$ cat config.mk
export PLATFORM = sky130hd
export DESIGN_NAME = cpu_reset_gen
export DESIGN_NICKNAME = d
export VERILOG_FILES = /design/src/rtl/cpu_reset_gen.sv
export SDC_FILE = /design/constraint.sdc
export NUM_CORES = 1
export LEC_CHECK = 0
export CAP_MARGIN = 20
export CORE_UTILIZATION = 52
export CTS_BUF_LIST = sky130_fd_sc_hd__clkbuf_16
export DETAILED_ROUTE_END_ITERATION = 7
export PLACE_DENSITY_LB_ADDON = 0.12
export SLEW_MARGIN = 20
export SYNTH_ARGS = -nofsm -noshare
export SYNTH_HDL_FRONTEND = slang
export SYNTH_SLANG_ARGS = --single-unit
export TNS_END_PERCENT = 10
$ cat constraint.sdc
create_clock -name sys_clk_i -period 2.3 [get_ports sys_clk_i]
set_input_delay 0.23 -clock sys_clk_i [delete_from_list [all_inputs] [get_ports sys_clk_i]]
set_output_delay 0.23 -clock sys_clk_i [all_outputs]
set_load 0.05 [all_outputs]
$ cat src/rtl/cpu_reset_gen.sv
// rtl/cpu_reset_gen.sv - CPU reset sequencer driven by the asynchronous PLL lock flag
//
// Purpose:
//   Synchronizes the PLL-lock flag, holds the CPU domain in reset until lock
//   has been stable for HOLD_CYCLES, and re-asserts reset if lock is lost for
//   LOSS_FILTER consecutive cycles while running. Clocked by the free-running
//   system clock because the CPU clock is gated until lock.
//
// Ports:
//   sys_clk_i          in   1  free-running system clock
//   reset_i            in   1  synchronous active-high reset
//   ready_async_i      in   1  PLL locked flag, asynchronous to sys_clk_i
//   cpu_reset_o        out  1  registered active-high reset to the CPU domain
//   reset_done_o       out  1  one-cycle pulse on reset release
//   state_o            out  2  0 WAIT_LOCK, 1 HOLD, 2 RUN, 3 FAULT
//   lock_loss_count_o  out  8  saturating RUN->FAULT count (CPU_RESET_LOSS_COUNT_EN only)
//
// Configuration macro: CPU_RESET_LOSS_COUNT_EN enables lock_loss_count_o.

module cpu_reset_gen #(
  parameter int SYNC_STAGES = 2,
  parameter int HOLD_CYCLES = 16,
  parameter int LOSS_FILTER = 4
) (
  input  logic       sys_clk_i,
  input  logic       reset_i,
  input  logic       ready_async_i,
  output logic       cpu_reset_o,
  output logic       reset_done_o,
  output logic [1:0] state_o
`ifdef CPU_RESET_LOSS_COUNT_EN
  ,
  output logic [7:0] lock_loss_count_o
`endif
);

  localparam int HW = $clog2(HOLD_CYCLES);
  localparam int LW = $clog2(LOSS_FILTER + 1);

  typedef enum logic [1:0] {
    ST_WAIT_LOCK = 2'd0,
    ST_HOLD      = 2'd1,
    ST_RUN       = 2'd2,
    ST_FAULT     = 2'd3
  } state_e;

  state_e                 state_q, state_d;
  logic [SYNC_STAGES-1:0] sync_q, sync_d;
  logic [HW-1:0]          hold_cnt_q, hold_cnt_d;
  logic [LW-1:0]          low_cnt_q, low_cnt_d;
  logic                   cpu_reset_q, cpu_reset_d;
  logic                   reset_done_q, reset_done_d;
  logic                   ready_sync;

  // Only the last synchronizer stage is trusted by the FSM.
  assign ready_sync = sync_q[SYNC_STAGES-1];
  assign sync_d     = {sync_q[SYNC_STAGES-2:0], ready_async_i};

  // State, counter and output registers.
  always_ff @(posedge sys_clk_i) begin
    if (reset_i) begin
      state_q      <= ST_WAIT_LOCK;
      sync_q       <= '0;
      hold_cnt_q   <= '0;
      low_cnt_q    <= '0;
      cpu_reset_q  <= 1'b1;
      reset_done_q <= 1'b0;
    end else begin
      state_q      <= state_d;
      sync_q       <= sync_d;
      hold_cnt_q   <= hold_cnt_d;
      low_cnt_q    <= low_cnt_d;
      cpu_reset_q  <= cpu_reset_d;
      reset_done_q <= reset_done_d;
    end
  end

  // Next-state logic; both counters are zeroed on every state exit.
  always_comb begin
    state_d    = state_q;
    hold_cnt_d = hold_cnt_q;
    low_cnt_d  = low_cnt_q;
    case (state_q)
      ST_WAIT_LOCK: begin
        if (ready_sync) begin
          state_d    = ST_HOLD;
          hold_cnt_d = '0;
        end
      end
      ST_HOLD: begin
        if (!ready_sync) begin
          state_d    = ST_WAIT_LOCK;
          hold_cnt_d = '0;
        end else if (hold_cnt_q == HW'(HOLD_CYCLES - 1)) begin
          state_d    = ST_RUN;
          hold_cnt_d = '0;
          low_cnt_d  = '0;
        end else begin
          hold_cnt_d = hold_cnt_q + HW'(1);
        end
      end
      ST_RUN: begin
        if (!ready_sync) begin
          if (low_cnt_q == LW'(LOSS_FILTER - 1)) begin
            state_d   = ST_FAULT;
            low_cnt_d = '0;
          end else begin
            low_cnt_d = low_cnt_q + LW'(1);
          end
        end else begin
          // Short lock glitches are forgiven; any good sample restarts the filter.
          low_cnt_d = '0;
        end
      end
      ST_FAULT: begin
        if (ready_sync) begin
          state_d    = ST_HOLD;
          hold_cnt_d = '0;
        end
      end
      default: begin
        state_d    = ST_WAIT_LOCK;
        hold_cnt_d = '0;
        low_cnt_d  = '0;
      end
    endcase
  end

  // Outputs are registered from the next state so they change on the
  // same edge as the transition that causes them.
  always_comb begin
    cpu_reset_d  = (state_d != ST_RUN);
    reset_done_d = (state_q != ST_RUN) && (state_d == ST_RUN);
  end

  assign cpu_reset_o  = cpu_reset_q;
  assign reset_done_o = reset_done_q;
  assign state_o      = state_q;

`ifdef CPU_RESET_LOSS_COUNT_EN
  logic [7:0] loss_cnt_q, loss_cnt_d;

  always_comb begin
    loss_cnt_d = loss_cnt_q;
    if (state_q == ST_RUN && state_d == ST_FAULT && loss_cnt_q != 8'hFF) begin
      loss_cnt_d = loss_cnt_q + 8'd1;
    end
  end

  always_ff @(posedge sys_clk_i) begin
    if (reset_i) begin
      loss_cnt_q <= 8'd0;
    end else begin
      loss_cnt_q <= loss_cnt_d;
    end
  end

  assign lock_loss_count_o = loss_cnt_q;
`endif

endmodule

Word-level counts from Yosys, hierarchy flattened
Cells that the tools add are included. Widths: inputs -> output; s select.

Register bits after elaboration: 13. Input port bits: 3.

Add/subtract/negate cells: 2. Eq/ne operators: 11. Muxes and demuxes: 15. Reductions and logical operators: 7.

Operators by type and width (count): $mux 3 (4); $mux 4 (3); $mux 2 (5); $ne 2x2->1 const B (4); $pmux 4 s2 (1); $eq 2x2->1 const B (3); $pmux 2 s3 (1); $pmux 3 s2 (1); $add 4x1->4 const B (1); $eq 4x4->1 const B (1); $reduce_bool 2->1 (2); $add 3x1->3 const B (1); $eq 3x2->1 const B (1); $reduce_and 3->1 (1); $eq 2x1->1 const B (1); $logic_not 2->1 (1); $ne 2x1->1 const B (1); $reduce_and 2->1 (1); $reduce_or 2->1 (1); $logic_and 1x1->1 (1).

Logic depth before layout (Yosys ltp)
Word-level depth: 6. Depth in mapped cells: 6. Mapped depth without buffers: 5.

Least setup slack after synthesis
Ideal clock, no wire load.

Path kind: register to register. From: register state_q[0], in the netlist state_o[0]. To: register cpu_reset_q, in the netlist cpu_reset_o. Data arrival time: 2065 ps. Setup slack: 101 ps. Stages on the path, launching flop included: 7. Buffers on the path: 1. Period minus slack after synthesis: 2199 ps. Path through: dfxtp_1 -> inv_1 -> ha_1 -> buf_2 -> nand2b_1 -> a221o_1 -> or4b_1.

Cells in the longest elaborated chain, start to end: 4. Elaborated cells between the ends (all ways): 12. Classes of those cells: eq/ne (4); mux (6); reduce/logical (2).

Ends and longest elaborated chain: start, declared (RTL line 47) `state_e state_q, state_d;`; start signal, assigned (RTL line 69) `state_q <= state_d;`; $eq 2x2->1 (tied with other cells) (RTL line 83) `case (state_q)`; $reduce_or 2->1 (no source line) (tied with other cells); $pmux 2 s3 * (RTL line 83); $ne 2x2->1 * (RTL line 132) `cpu_reset_d = (state_d != ST_RUN);`; end signal, assigned (RTL line 73) `cpu_reset_q <= cpu_reset_d;`; end, declared (RTL line 51) `logic cpu_reset_q, cpu_reset_d;`.

Mark *: on every way between the ends. The rest lies on a longest branch, timed or not. A chain may end at the register's enable or synchronous reset.

Worst setup path after layout
Same ends and word-level chain as after synthesis.

==> out/results.tsv <==
metric	value	unit
cts.sinks	13	
clock_path_buffers	2	
wl_per_cell	13.0	um
ant_nets	0	
grt_pass1_vias	477	
yosys_warnings	0	
tns	0	ns
vias	569	
cts_setup_buffers	0	
dp_cells	93	
syn_area_per_cell	9.01	um^2
antennaDiodeCount	0	
fin_skew	0.00211	ns
area_growth	19.6	%
netlist_area	684	um^2
die_area	1470	um^2
drv_cap	0	
vias_per_cell	5.87	
fill_cells	92	
drtIter0Drc	14	
finalNonFillerCells	97	
cp-end-kind	register	
grt_pass1_wl	2.13	mm
portBuffers	6	
num_rows	12	
synth_ff_type	dfxtp_1	
final_nets	91	
die_w	38.3	um
cts_resized	0	
cts_made_buffers	3	
fmax	509	MHz
outcome	completed	
cts_max_level	1	
finalWirelength	1.26	mm
setup_viol	0	
leakagePower	0.000304	uW
worstPathRequired	2.41	ns
total_power	587	uW
grt_start_max_net_pins	13	
yosysUniqueCellTypes	32	
path_clk_slew	0.04	ns
final_util	69.9	%
worstSkewPairLatency	0.24	ns
antenna_found_initial	0	
ys_ff_latch	13	
cts_tree	yes	
core	1170	um^2
crit_fanout	9	
hold_violations	0	
track_usage	21.8	%
io_pins	7	
dpl.hpwl	890	um
period_minus_slack	1.97	ns
drc	0	
p_per_area	718	nW/um^2
postSynthCellCount	76	
syn-num-nets	83	
critical_path_class	register to register	
initial_core_util	58.4	%
ctsHoldBuffers	0	
worstPathArrival	2.08	ns
place_congestion	0.923	
ys_seq_area_share	38.0	%
period_share	85.5	%
rsz0062_at_grt	no	
synthArstFlopShare	0	%
dr.pass1.iters	4	
drv_slew	0	
worst_pin_slew	0.511	ns
whs	0.445	ns
hold_class	register to register	
cts-root-buf	clkbuf_16	
worst_slew_margin_rel	65.8	%
synth_edf_count	0	
ir_drop	0.784	mV
die_h	38.3	um
cp-start-kind	register	
grt-ovfl-total	0	
final_layout_size_suffix_gt1_share	10.8	%
metrics by stage:
| stage | instance area (um^2) | setup slack (ns) |
|---|---|---|
| CTS | 818 | 0.332 |
| finish | 818 | 0.334 |
| floorplan | 684 | 0.101 |
| detailed placement | 738 | 0.342 |
| global route | 818 | 0.209 |
| global placement | 738 | 0.418 |
per-layer routing:
layer	GRT usage (%)	vias to the layer above	part of all wire, %
met5	0	-	0
met4	5.36	0	0
met3	10.5	0	5.0
met2	33.5	16	48
met1	27.1	262	47
li1	-	291	-
layout by cell type (no fill, tap or decap):
cell type,count
nor2_2,1
and3b_2,1
a211o_2,1
ha_1,4
o21a_1,1
and2_1,1
clkinv_2,1
mux2i_1,2
o221ai_1,1
nand2b_1,4
nor2_1,3
buf_4,1
nand3_1,4
or4b_1,2
a32o_1,1
o22ai_1,1
nor2b_1,3
a221o_1,1
a21o_2,1
nor3b_1,1
nand2_1,4
o21ai_0,4
a21oi_1,5
a31oi_1,2
a22oi_1,2
inv_1,5
nor4_1,1
dfxtp_1,13
o211ai_1,1
or3_1,1
and4b_1,1
clkbuf_16,3
clkdlybuf4s50_1,6
state kept, by name, summed over array words and instances (netlist names):
name / count
sync_q: 2
reset_done_o: 1
state_o: 2
hold_cnt_q: 4
cpu_reset_o: 1
low_cnt_q: 3
final cells by class:
class / instances / area, um^2 / area share (%)
repair buffers: 7 / 67.6 / 8.26
flip-flops and latches: 13 / 260 / 31.8
inverters: 5 / 18.8 / 2.29
clock buffers: 3 / 75.1 / 9.17
clock inverters: 1 / 5.00 / 0.612
multi-input cells: 54 / 374 / 45.7
well taps: 14 / 17.5 / 2.14
Yosys cell counts, types with 2 or more instances:
library cell / count / area (um^2)
nand2b_1: 4 / 25.0
buf_6: 2 / 22.5
dfxtp_1: 13 / 260
o21ai_0: 4 / 20.0
a21oi_1: 5 / 25.0
a31oi_1: 2 / 12.5
or4b_1: 2 / 20.0
mux2i_1: 2 / 20.0
nor2_1: 3 / 11.3
a22oi_1: 2 / 15.0
ha_1: 4 / 50.1
inv_1: 5 / 18.8
nand3_1: 4 / 20.0
nor2b_1: 3 / 18.8
nand2_1: 4 / 15.0
kinds of logic after synthesis:
kind of cell / share of synthesized area [%]
muxes: 2.93
and+or+nand+nor: 23.8
buffers and inverters: 7.31
AOI/OAI and AO/OA: 20.7
DFF: 38.0
adders and majority gates: 7.31
path summary, 6_finish.rpt:
check	endpoint	depth (start not counted)	slack, ns	start
worst max-delay path	cpu_reset_o	5	0.33	state_o[0]
worst min register to register	sync_q[1]	1	0.44	sync_q[0]
worst min-delay path	sync_q[1]	1	0.44	sync_q[0]
worst max register to register	cpu_reset_o	5	0.33	state_o[0]
power breakdown:
part | switching (uW) | total (uW) | internal [uW]
Combinational | 19.2 | 34.8 | 15.6
Clock | 89.7 | 320 | 230
Sequential | 3.56 | 232 | 229
worst max-delay path, stage by stage (launching register included):
cell,delay [ns]
dfxtp_1,0.42
inv_1,0.07
ha_1,0.43
nand2b_1,0.09
a221o_1,0.33
or4b_1,0.50
No activity file was read; power rests on OpenSTA's default activity.
